===== src/rtl/fetch_bpred_if.sv =====
// Fetch front-end bus: ROM address/data, IF/ID register outputs,
// EX-stage redirect and BTB training ports.
interface fetch_bpred_if;
  logic        stall;
  logic [31:0] pc;
  logic [31:0] instr_in;
  logic [31:0] if_pc;
  logic [31:0] if_instr;
  logic        if_valid;
  logic        if_pred_taken;
  logic [31:0] if_pred_target;
  logic        redirect;
  logic [31:0] redirect_pc;
  logic        upd_valid;
  logic [31:0] upd_pc;
  logic        upd_taken;
  logic [31:0] upd_target;

  // Pipeline / ROM side: drives control, training and instruction data
  modport master (
    output stall, instr_in, redirect, redirect_pc,
           upd_valid, upd_pc, upd_taken, upd_target,
    input  pc, if_pc, if_instr, if_valid, if_pred_taken, if_pred_target
  );

  // Fetch unit side
  modport slave (
    input  stall, instr_in, redirect, redirect_pc,
           upd_valid, upd_pc, upd_taken, upd_target,
    output pc, if_pc, if_instr, if_valid, if_pred_taken, if_pred_target
  );
endinterface


===== src/rtl/fetch_bpred.sv =====
// Instruction fetch with a direct-mapped BTB holding 2-bit saturating
// counters. Lookup is combinational on the current pc; training and
// redirect come from the execute stage.
module fetch_bpred #(
  parameter int          BTB_IDX_W = 4,
  parameter logic [31:0] RESET_PC  = 32'h0000_0000
) (
  input logic           clk,
  input logic           rst,
  fetch_bpred_if.slave  bus
);

  localparam int ENTRIES = 1 << BTB_IDX_W;
  localparam int TAG_W   = 32 - BTB_IDX_W - 2;

  logic                 btb_valid  [ENTRIES];
  logic [TAG_W-1:0]     btb_tag    [ENTRIES];
  logic [31:0]          btb_target [ENTRIES];
  logic [1:0]           btb_ctr    [ENTRIES];

  logic [31:0]          pc_q;
  logic [31:0]          if_pc_q;
  logic [31:0]          if_instr_q;
  logic                 if_valid_q;
  logic                 if_pred_taken_q;
  logic [31:0]          if_pred_target_q;

  logic [BTB_IDX_W-1:0] lk_idx;
  logic [TAG_W-1:0]     lk_tag;
  logic                 lk_hit;
  logic                 pred_taken;
  logic [31:0]          next_pc;

  logic [BTB_IDX_W-1:0] up_idx;
  logic [TAG_W-1:0]     up_tag;
  logic                 up_hit;
  logic                 unused_upd_low;

  assign lk_idx = pc_q[BTB_IDX_W+1:2];
  assign lk_tag = pc_q[31:BTB_IDX_W+2];
  assign up_idx = bus.upd_pc[BTB_IDX_W+1:2];
  assign up_tag = bus.upd_pc[31:BTB_IDX_W+2];

  // Word-aligned branches only; the byte offset of upd_pc carries no information
  assign unused_upd_low = ^bus.upd_pc[1:0];

  // Predict the next fetch address from the pre-edge BTB contents
  always_comb begin
    lk_hit     = btb_valid[lk_idx] && (btb_tag[lk_idx] == lk_tag);
    pred_taken = lk_hit && btb_ctr[lk_idx][1];
    next_pc    = pred_taken ? btb_target[lk_idx] : pc_q + 32'd4;
    up_hit     = btb_valid[up_idx] && (btb_tag[up_idx] == up_tag);
  end

  // PC and IF/ID register: reset beats redirect, redirect beats stall
  always_ff @(posedge clk) begin
    if (rst) begin
      pc_q             <= RESET_PC;
      if_pc_q          <= '0;
      if_instr_q       <= '0;
      if_valid_q       <= 1'b0;
      if_pred_taken_q  <= 1'b0;
      if_pred_target_q <= '0;
    end else if (bus.redirect) begin
      pc_q             <= bus.redirect_pc;
      if_pc_q          <= '0;
      if_instr_q       <= '0;
      if_valid_q       <= 1'b0;
      if_pred_taken_q  <= 1'b0;
      if_pred_target_q <= '0;
    end else if (!bus.stall) begin
      pc_q             <= next_pc;
      if_pc_q          <= pc_q;
      if_instr_q       <= bus.instr_in;
      if_valid_q       <= 1'b1;
      if_pred_taken_q  <= pred_taken;
      if_pred_target_q <= next_pc;
    end
  end

  // BTB training: counters move on hits, only taken branches allocate
  always_ff @(posedge clk) begin
    if (rst) begin
      for (int i = 0; i < ENTRIES; i++) begin
        btb_valid[i]  <= 1'b0;
        btb_tag[i]    <= '0;
        btb_target[i] <= '0;
        btb_ctr[i]    <= 2'b00;
      end
    end else if (bus.upd_valid) begin
      if (up_hit) begin
        if (bus.upd_taken) begin
          btb_target[up_idx] <= bus.upd_target;
          if (btb_ctr[up_idx] != 2'b11) btb_ctr[up_idx] <= btb_ctr[up_idx] + 2'd1;
        end else if (btb_ctr[up_idx] != 2'b00) begin
          btb_ctr[up_idx] <= btb_ctr[up_idx] - 2'd1;
        end
      end else if (bus.upd_taken) begin
        btb_valid[up_idx]  <= 1'b1;
        btb_tag[up_idx]    <= up_tag;
        btb_target[up_idx] <= bus.upd_target;
        btb_ctr[up_idx]    <= 2'b10;
      end
    end
  end

  assign bus.pc             = pc_q;
  assign bus.if_pc          = if_pc_q;
  assign bus.if_instr       = if_instr_q;
  assign bus.if_valid       = if_valid_q;
  assign bus.if_pred_taken  = if_pred_taken_q;
  assign bus.if_pred_target = if_pred_target_q;

endmodule


===== src/flat_wrapper.sv =====
// flat-port wrapper written by rule: the top's interface ports become plain ports
module fetch_bpred_flat 
#(
  parameter int          BTB_IDX_W = 4,
  parameter logic [31:0] RESET_PC  = 32'h0000_0000
)
  (clk, rst, bus_stall, bus_instr_in, bus_redirect, bus_redirect_pc, bus_upd_valid, bus_upd_pc, bus_upd_taken, bus_upd_target, bus_pc, bus_if_pc, bus_if_instr, bus_if_valid, bus_if_pred_taken, bus_if_pred_target);
  fetch_bpred_if bus_i ();
  input logic clk;
  input logic rst;
  input wire logic [$bits(bus_i.stall)-1:0] bus_stall;
  input wire logic [$bits(bus_i.instr_in)-1:0] bus_instr_in;
  input wire logic [$bits(bus_i.redirect)-1:0] bus_redirect;
  input wire logic [$bits(bus_i.redirect_pc)-1:0] bus_redirect_pc;
  input wire logic [$bits(bus_i.upd_valid)-1:0] bus_upd_valid;
  input wire logic [$bits(bus_i.upd_pc)-1:0] bus_upd_pc;
  input wire logic [$bits(bus_i.upd_taken)-1:0] bus_upd_taken;
  input wire logic [$bits(bus_i.upd_target)-1:0] bus_upd_target;
  output wire logic [$bits(bus_i.pc)-1:0] bus_pc;
  output wire logic [$bits(bus_i.if_pc)-1:0] bus_if_pc;
  output wire logic [$bits(bus_i.if_instr)-1:0] bus_if_instr;
  output wire logic [$bits(bus_i.if_valid)-1:0] bus_if_valid;
  output wire logic [$bits(bus_i.if_pred_taken)-1:0] bus_if_pred_taken;
  output wire logic [$bits(bus_i.if_pred_target)-1:0] bus_if_pred_target;
  assign bus_i.stall = bus_stall;
  assign bus_i.instr_in = bus_instr_in;
  assign bus_i.redirect = bus_redirect;
  assign bus_i.redirect_pc = bus_redirect_pc;
  assign bus_i.upd_valid = bus_upd_valid;
  assign bus_i.upd_pc = bus_upd_pc;
  assign bus_i.upd_taken = bus_upd_taken;
  assign bus_i.upd_target = bus_upd_target;
  assign bus_pc = bus_i.pc;
  assign bus_if_pc = bus_i.if_pc;
  assign bus_if_instr = bus_i.if_instr;
  assign bus_if_valid = bus_i.if_valid;
  assign bus_if_pred_taken = bus_i.if_pred_taken;
  assign bus_if_pred_target = bus_i.if_pred_target;
  fetch_bpred #(.BTB_IDX_W(BTB_IDX_W), .RESET_PC(RESET_PC)) u_core (.clk(clk), .rst(rst), .bus(bus_i));
endmodule

===== config.mk =====
export PLATFORM = sky130hd
export DESIGN_NAME = fetch_bpred_flat
export DESIGN_NICKNAME = d
export VERILOG_FILES = /design/src/rtl/fetch_bpred_if.sv /design/src/rtl/fetch_bpred.sv /design/src/flat_wrapper.sv
export SDC_FILE = /design/constraint.sdc
export NUM_CORES = 2
export LEC_CHECK = 0
export ABC_AREA = 1
export BUFFER_PORTS_ARGS = -buffer_cell sky130_fd_sc_hd__buf_2
export CORE_AREA = 2 2 398 400
export DETAILED_ROUTE_END_ITERATION = 16
export DIE_AREA = 0 0 400 402
export GPL_ROUTABILITY_DRIVEN = 1
export GPL_TIMING_DRIVEN = 0
export PLACE_DENSITY = 0.54
export REMOVE_ABC_BUFFERS = 1
export SYNTH_ARGS = -nofsm -noshare
export SYNTH_HDL_FRONTEND = slang
export SYNTH_SLANG_ARGS = --single-unit

===== constraint.sdc =====
create_clock -name clk -period 6.3 [get_ports clk]
set_input_delay 0.315 -clock clk [delete_from_list [all_inputs] [get_ports clk]]
set_output_delay 0.315 -clock clk [all_outputs]
set_load 0.005 [all_outputs]

==> metrics.txt <==
# TYPE chip_impl_metric gauge
chip_impl_info{name="run_status",value="complete, no violations"} 1
chip_impl_info{name="end_kind",value="flop"} 1
chip_impl_info{name="crit_type",value="input pin to flop"} 1
chip_impl_metric{name="finalHoldViolations",unit=""} 0
chip_impl_metric{name="gr_overflow_total",unit=""} 0
chip_impl_metric{name="finalSetupViolCount",unit=""} 0
chip_impl_metric{name="cap_violations",unit=""} 0
chip_impl_metric{name="globalRouteTotalUtil",unit="%"} 26.7
chip_impl_metric{name="finish.cell_count_without_fillers",unit=""} 8483
chip_impl_metric{name="final_layout_size_suffix_gt1_share",unit="%"} 10.0
chip_impl_metric{name="synth-edff-count",unit=""} 960
chip_impl_metric{name="yosysSeqAreaShare",unit="%"} 58.5
chip_impl_info{name="mostFrequentLayoutCell",value="sky130_fd_sc_hd__nor2_1"} 1
chip_impl_metric{name="route.antenna.remaining_nets",unit=""} 0
chip_impl_metric{name="timing.critical_path.fanout_max",unit=""} 51
chip_impl_metric{name="cts.sink_count",unit=""} 1110
chip_impl_metric{name="power.ir.vdd_worst",unit="mV"} 0.266
chip_impl_metric{name="cts-buffers-inserted",unit=""} 121
chip_impl_metric{name="power_switching_share",unit="%"} 27.4
chip_impl_metric{name="grt_pass1_vias",unit=""} 43900
chip_impl_metric{name="ys_types",unit=""} 43
chip_impl_metric{name="synthAdderAreaFrac",unit="%"} 0.0230
chip_impl_metric{name="fill_cells",unit=""} 15500
chip_impl_metric{name="dp_hpwl",unit="µm"} 130000
chip_impl_metric{name="critPathArrivalTime",unit="ns"} 6.70
chip_impl_metric{name="die_area",unit="µm²"} 161000
chip_impl_metric{name="synth.area.mux_share",unit="%"} 0
chip_impl_metric{name="dr.first_iter.drc_count",unit=""} 6312
chip_impl_metric{name="routed-wl-met2",unit="µm"} 97300
chip_impl_metric{name="tightest_slew",unit="ns"} 1.34
chip_impl_metric{name="synth-xor-area-share",unit="%"} 0.434
chip_impl_metric{name="cellPowerDensity",unit="nW/µm²"} 287
chip_impl_info{name="timing.critical_path.mode_cell",value="sky130_fd_sc_hd__nand2_1"} 1
chip_impl_info{name="synth_top_cell_by_area",value="sky130_fd_sc_hd__edfxtp_1"} 1
chip_impl_metric{name="final-max-slew-violation-count",unit=""} 0
chip_impl_metric{name="htree_levels",unit=""} 3
chip_impl_metric{name="pin_count",unit=""} 264
chip_impl_metric{name="effective_utilization_at_floorplan",unit="%"} 34.6
chip_impl_metric{name="slew_headroom",unit="%"} 10.3
chip_impl_info{name="path_cells",value="buf_4, buf_16, inv_4, buf_16, nor2_4, buf_12, a21oi_1, nand2_1, nand2_1, nand2_1, nor2_1, nand2_1, nand3_1, nor2_1, nand3_1, nor2_4, nand2_4, nand3_4, nand2_2, buf_16"} 1
chip_impl_metric{name="pwr-share-seq",unit="%"} 47.5
chip_impl_metric{name="worstSkewPairLatency",unit="ns"} 0.77
chip_impl_metric{name="share_of_the_clock_period_used_by_the_worst_path",unit="%"} 99.0
chip_impl_metric{name="synth_largest_type_area_fraction",unit="%"} 53.0
chip_impl_metric{name="layout_min_cycle_time",unit="ns"} 6.24
chip_impl_metric{name="pwr-share-clk",unit="%"} 40.0
chip_impl_metric{name="place.detailed.instances",unit=""} 8192
chip_impl_metric{name="worst_ep_required_time",unit="ns"} 6.76
chip_impl_metric{name="detail_route.wl_per_cell",unit="µm"} 26.0
chip_impl_metric{name="power_leakage",unit="µW"} 0.0250
chip_impl_info{name="max_stage_delay_cell_worst_path",value="sky130_fd_sc_hd__nand2_2"} 1
chip_impl_metric{name="synthToLayoutAreaGrowth",unit="%"} 15.6
chip_impl_metric{name="syn_std_cell_area",unit="µm²"} 54400
chip_impl_metric{name="cts_post_setup_buffers_inserted",unit=""} 0
chip_impl_metric{name="dr_total_vias",unit=""} 47100
chip_impl_info{name="root_buffer",value="sky130_fd_sc_hd__clkbuf_16"} 1
chip_impl_metric{name="timing.critical_path.slowest_cell_delay",unit="ns"} 0.71
chip_impl_metric{name="worst_setup_hold_path_clk_slew",unit="ns"} 0.06
chip_impl_metric{name="power_internal",unit="µW"} 13100
chip_impl_metric{name="finClkSkew",unit="ns"} 0.0552
chip_impl_info{name="worst_hold_path_type",value="input pin to flop"} 1
chip_impl_metric{name="maximum_number_of_pins_on_one_net_before_global_route_repair",unit=""} 139
chip_impl_metric{name="drt-pass1-iter-count",unit=""} 6
chip_impl_info{name="synth_area_leaders",value="sky130_fd_sc_hd__edfxtp_1, sky130_fd_sc_hd__nor2_1, sky130_fd_sc_hd__nand2_1"} 1
chip_impl_metric{name="coreArea",unit="µm²"} 157000
chip_impl_metric{name="switching_power",unit="µW"} 4950
chip_impl_metric{name="asyncSetResetFlopFracSynth",unit="%"} 0
chip_impl_metric{name="timing.fmax",unit="GHz"} 0.160
chip_impl_metric{name="wl",unit="µm"} 220000
chip_impl_metric{name="synth-compound-area-share",unit="%"} 11.4
chip_impl_metric{name="postSynthRegisterBits",unit=""} 1110
chip_impl_metric{name="row_count",unit=""} 146
chip_impl_metric{name="gp_congestion",unit=""} 0.881
chip_impl_metric{name="synthesis.instances",unit=""} 6245
chip_impl_info{name="most-common-layout-cells",value="sky130_fd_sc_hd__nor2_1, sky130_fd_sc_hd__nand2_1, sky130_fd_sc_hd__edfxtp_1, sky130_fd_sc_hd__o21ai_0, sky130_fd_sc_hd__buf_2"} 1
chip_impl_metric{name="wl_met3",unit="µm"} 25800
chip_impl_metric{name="vias_per_cell",unit=""} 5.55
chip_impl_metric{name="antenna_violations_before_repair",unit=""} 10
chip_impl_info{name="route.top_layer_used",value="met5"} 1
chip_impl_metric{name="clockBufferDepth",unit=""} 3
chip_impl_metric{name="net_count_final",unit=""} 6444
chip_impl_metric{name="m1WireLength",unit="µm"} 88000
chip_impl_info{name="cts_tree",value="done"} 1
chip_impl_metric{name="global_route_wire_length_before_repair",unit="µm"} 311000
chip_impl_metric{name="fin_setup_tns",unit="ns"} 0
chip_impl_metric{name="die_y",unit="µm"} 402
chip_impl_info{name="setup_repair_after_global_routing_missed_its_margin",value="false"} 1
chip_impl_metric{name="post_synth_and_or_nand_nor_area_fraction",unit="%"} 23.9
chip_impl_metric{name="die_width",unit="µm"} 400
chip_impl_metric{name="buffer_ports.inserted",unit=""} 261
chip_impl_info{name="worst_setup_path_start_kind",value="input pin"} 1
chip_impl_info{name="synth_top_family_by_area",value="simple AND/OR/NAND/NOR gates"} 1
chip_impl_info{name="synth_flop_cell",value="sky130_fd_sc_hd__edfxtp_1"} 1
chip_impl_metric{name="drcViolationCount",unit=""} 0
chip_impl_metric{name="power_frac_comb",unit="%"} 12.5
chip_impl_metric{name="yosysWarnings",unit=""} 0
chip_impl_metric{name="postSynthAreaPerCell",unit="µm²"} 8.72
power by group through the flow:
stage	logic [µW]	registers (µW)	clock network [µW]
floorplan	1180	8700	0
global placement	2020	8880	0
detailed placement	2180	8710	0
CTS	2220	8560	7250
global route	2420	8600	7520
finish	2260	8570	7210
flip-flops by register name, indices dropped and copies added (netlist names), named ones only:
name	cells
u_core.bus.if_pred_taken	1
u_core.bus.if_valid	1
u_core.bus.if_instr	32
u_core.btb_ctr	32
u_core.bus.pc	32
u_core.bus.if_pred_target	32
u_core.bus.if_pc	32
u_core.btb_tag	416
u_core.btb_valid	16
u_core.btb_target	512
through the flow:
stage	hold WS, ns	total power (µW)	cell area [µm²]	setup slack (ns)	utilization [%]
4_1_cts	0.0595	18000	62900	0.0266	40.0
2_1_floorplan	0.415	9880	52200	-13.44	-
3_3_place_gp	0.435	10900	56100	-42.33	35.7
3_5_place_dp	0.437	10900	58300	-1.34	37.1
5_1_grt	0.118	18500	62900	0.160	40.1
6_report	0.104	18000	62900	0.0612	40.1
synthesized netlist by cell type, types with 6 or more instances:
master                     instances
sky130_fd_sc_hd__buf_6            23
sky130_fd_sc_hd__clkbuf_1        278
sky130_fd_sc_hd__o211ai_1        110
sky130_fd_sc_hd__nand3_1         184
sky130_fd_sc_hd__o21ai_0         552
sky130_fd_sc_hd__nor3_1           21
sky130_fd_sc_hd__inv_2             7
sky130_fd_sc_hd__nand3_2           6
sky130_fd_sc_hd__nand4_1          21
sky130_fd_sc_hd__o221ai_1         76
sky130_fd_sc_hd__nor2_1         1602
sky130_fd_sc_hd__a31oi_1          18
sky130_fd_sc_hd__nand3_4          10
sky130_fd_sc_hd__nand2_2          12
sky130_fd_sc_hd__inv_1           211
sky130_fd_sc_hd__a22oi_1          14
sky130_fd_sc_hd__dfxtp_1         150
sky130_fd_sc_hd__buf_4            22
sky130_fd_sc_hd__o21ai_1          48
sky130_fd_sc_hd__buf_2           127
sky130_fd_sc_hd__buf_1            20
sky130_fd_sc_hd__clkinv_1         26
sky130_fd_sc_hd__nand2_1        1449
sky130_fd_sc_hd__o22ai_1          49
sky130_fd_sc_hd__edfxtp_1        960
sky130_fd_sc_hd__a21oi_1         165
sky130_fd_sc_hd__xor2_1           26
sky130_fd_sc_hd__a32oi_1          32
final timing paths:
path,cells after the start,end,slack [ns],from
max reg2reg,19,u_core.bus.if_pred_target[29]$_SDFFE_PP0N_,0.82,flop
min,3,u_core.btb_target[6][11]$_SDFFCE_PN0P_,0.10,bus_upd_target[11]
max,20,u_core.btb_tag[9][19]$_SDFFCE_PN0P_,0.06,bus_upd_pc[3]
min reg2reg,2,u_core.bus.if_pred_target[6]$_SDFFE_PP0N_,0.45,u_core.bus.if_pred_target[6]$_SDFFE_PP0N_
cell families (layout without fill, tap and decap cells):
| logic type | count (synthesis) | after routing |
|---|---|---|
| other | 0 | 2 |
| buffers and inverters | 717 | 880 |
| DFF | 1110 | 1110 |
| xor gates and xnor gates | 27 | 27 |
| adders and majority gates | 1 | 1 |
| AOI/OAI and AO/OA | 1072 | 1072 |
| and+or+nand+nor | 3318 | 3319 |
routing by layer:
layer	global-route usage, %	vias up
met4	10.4	4
li1	-	21100
met3	6.92	488
met5	0	-
met1	36.3	22700
met2	40.7	2714
repair_timing:
| action | 4_1_cts | 5_1_grt |
|---|---|---|
| pin swaps | 1 | 0 |
| endpoints found under the setup margin | 144 | 29 |
| cloned | 1 | 0 |
| hold buffers | 65 | 0 |
| endpoints found under the hold margin | 81 | 0 |
| resized for setup | 3 | 3 |
area by class of cell:
class                      instances  area [µm²]  area share [%]
clock buffer                     166        3400            5.41
inverter                         245         956            1.52
clock inverter                    57         549           0.873
antenna                            2        5.00         0.00795
timing repair buffer             412        3880            6.16
multi-input combinational       4419       19700            31.3
sequential                      1110       31800            50.6
tap                             2072        2590            4.12
critical path, delay by kind of cell:
family                 cells  cell delay [ns]
and+or+nand+nor           13             3.80
AOI/OAI and AO/OA          1             0.10
buffers and inverters      6             2.22
No activity file was read; power rests on OpenSTA's default activity.
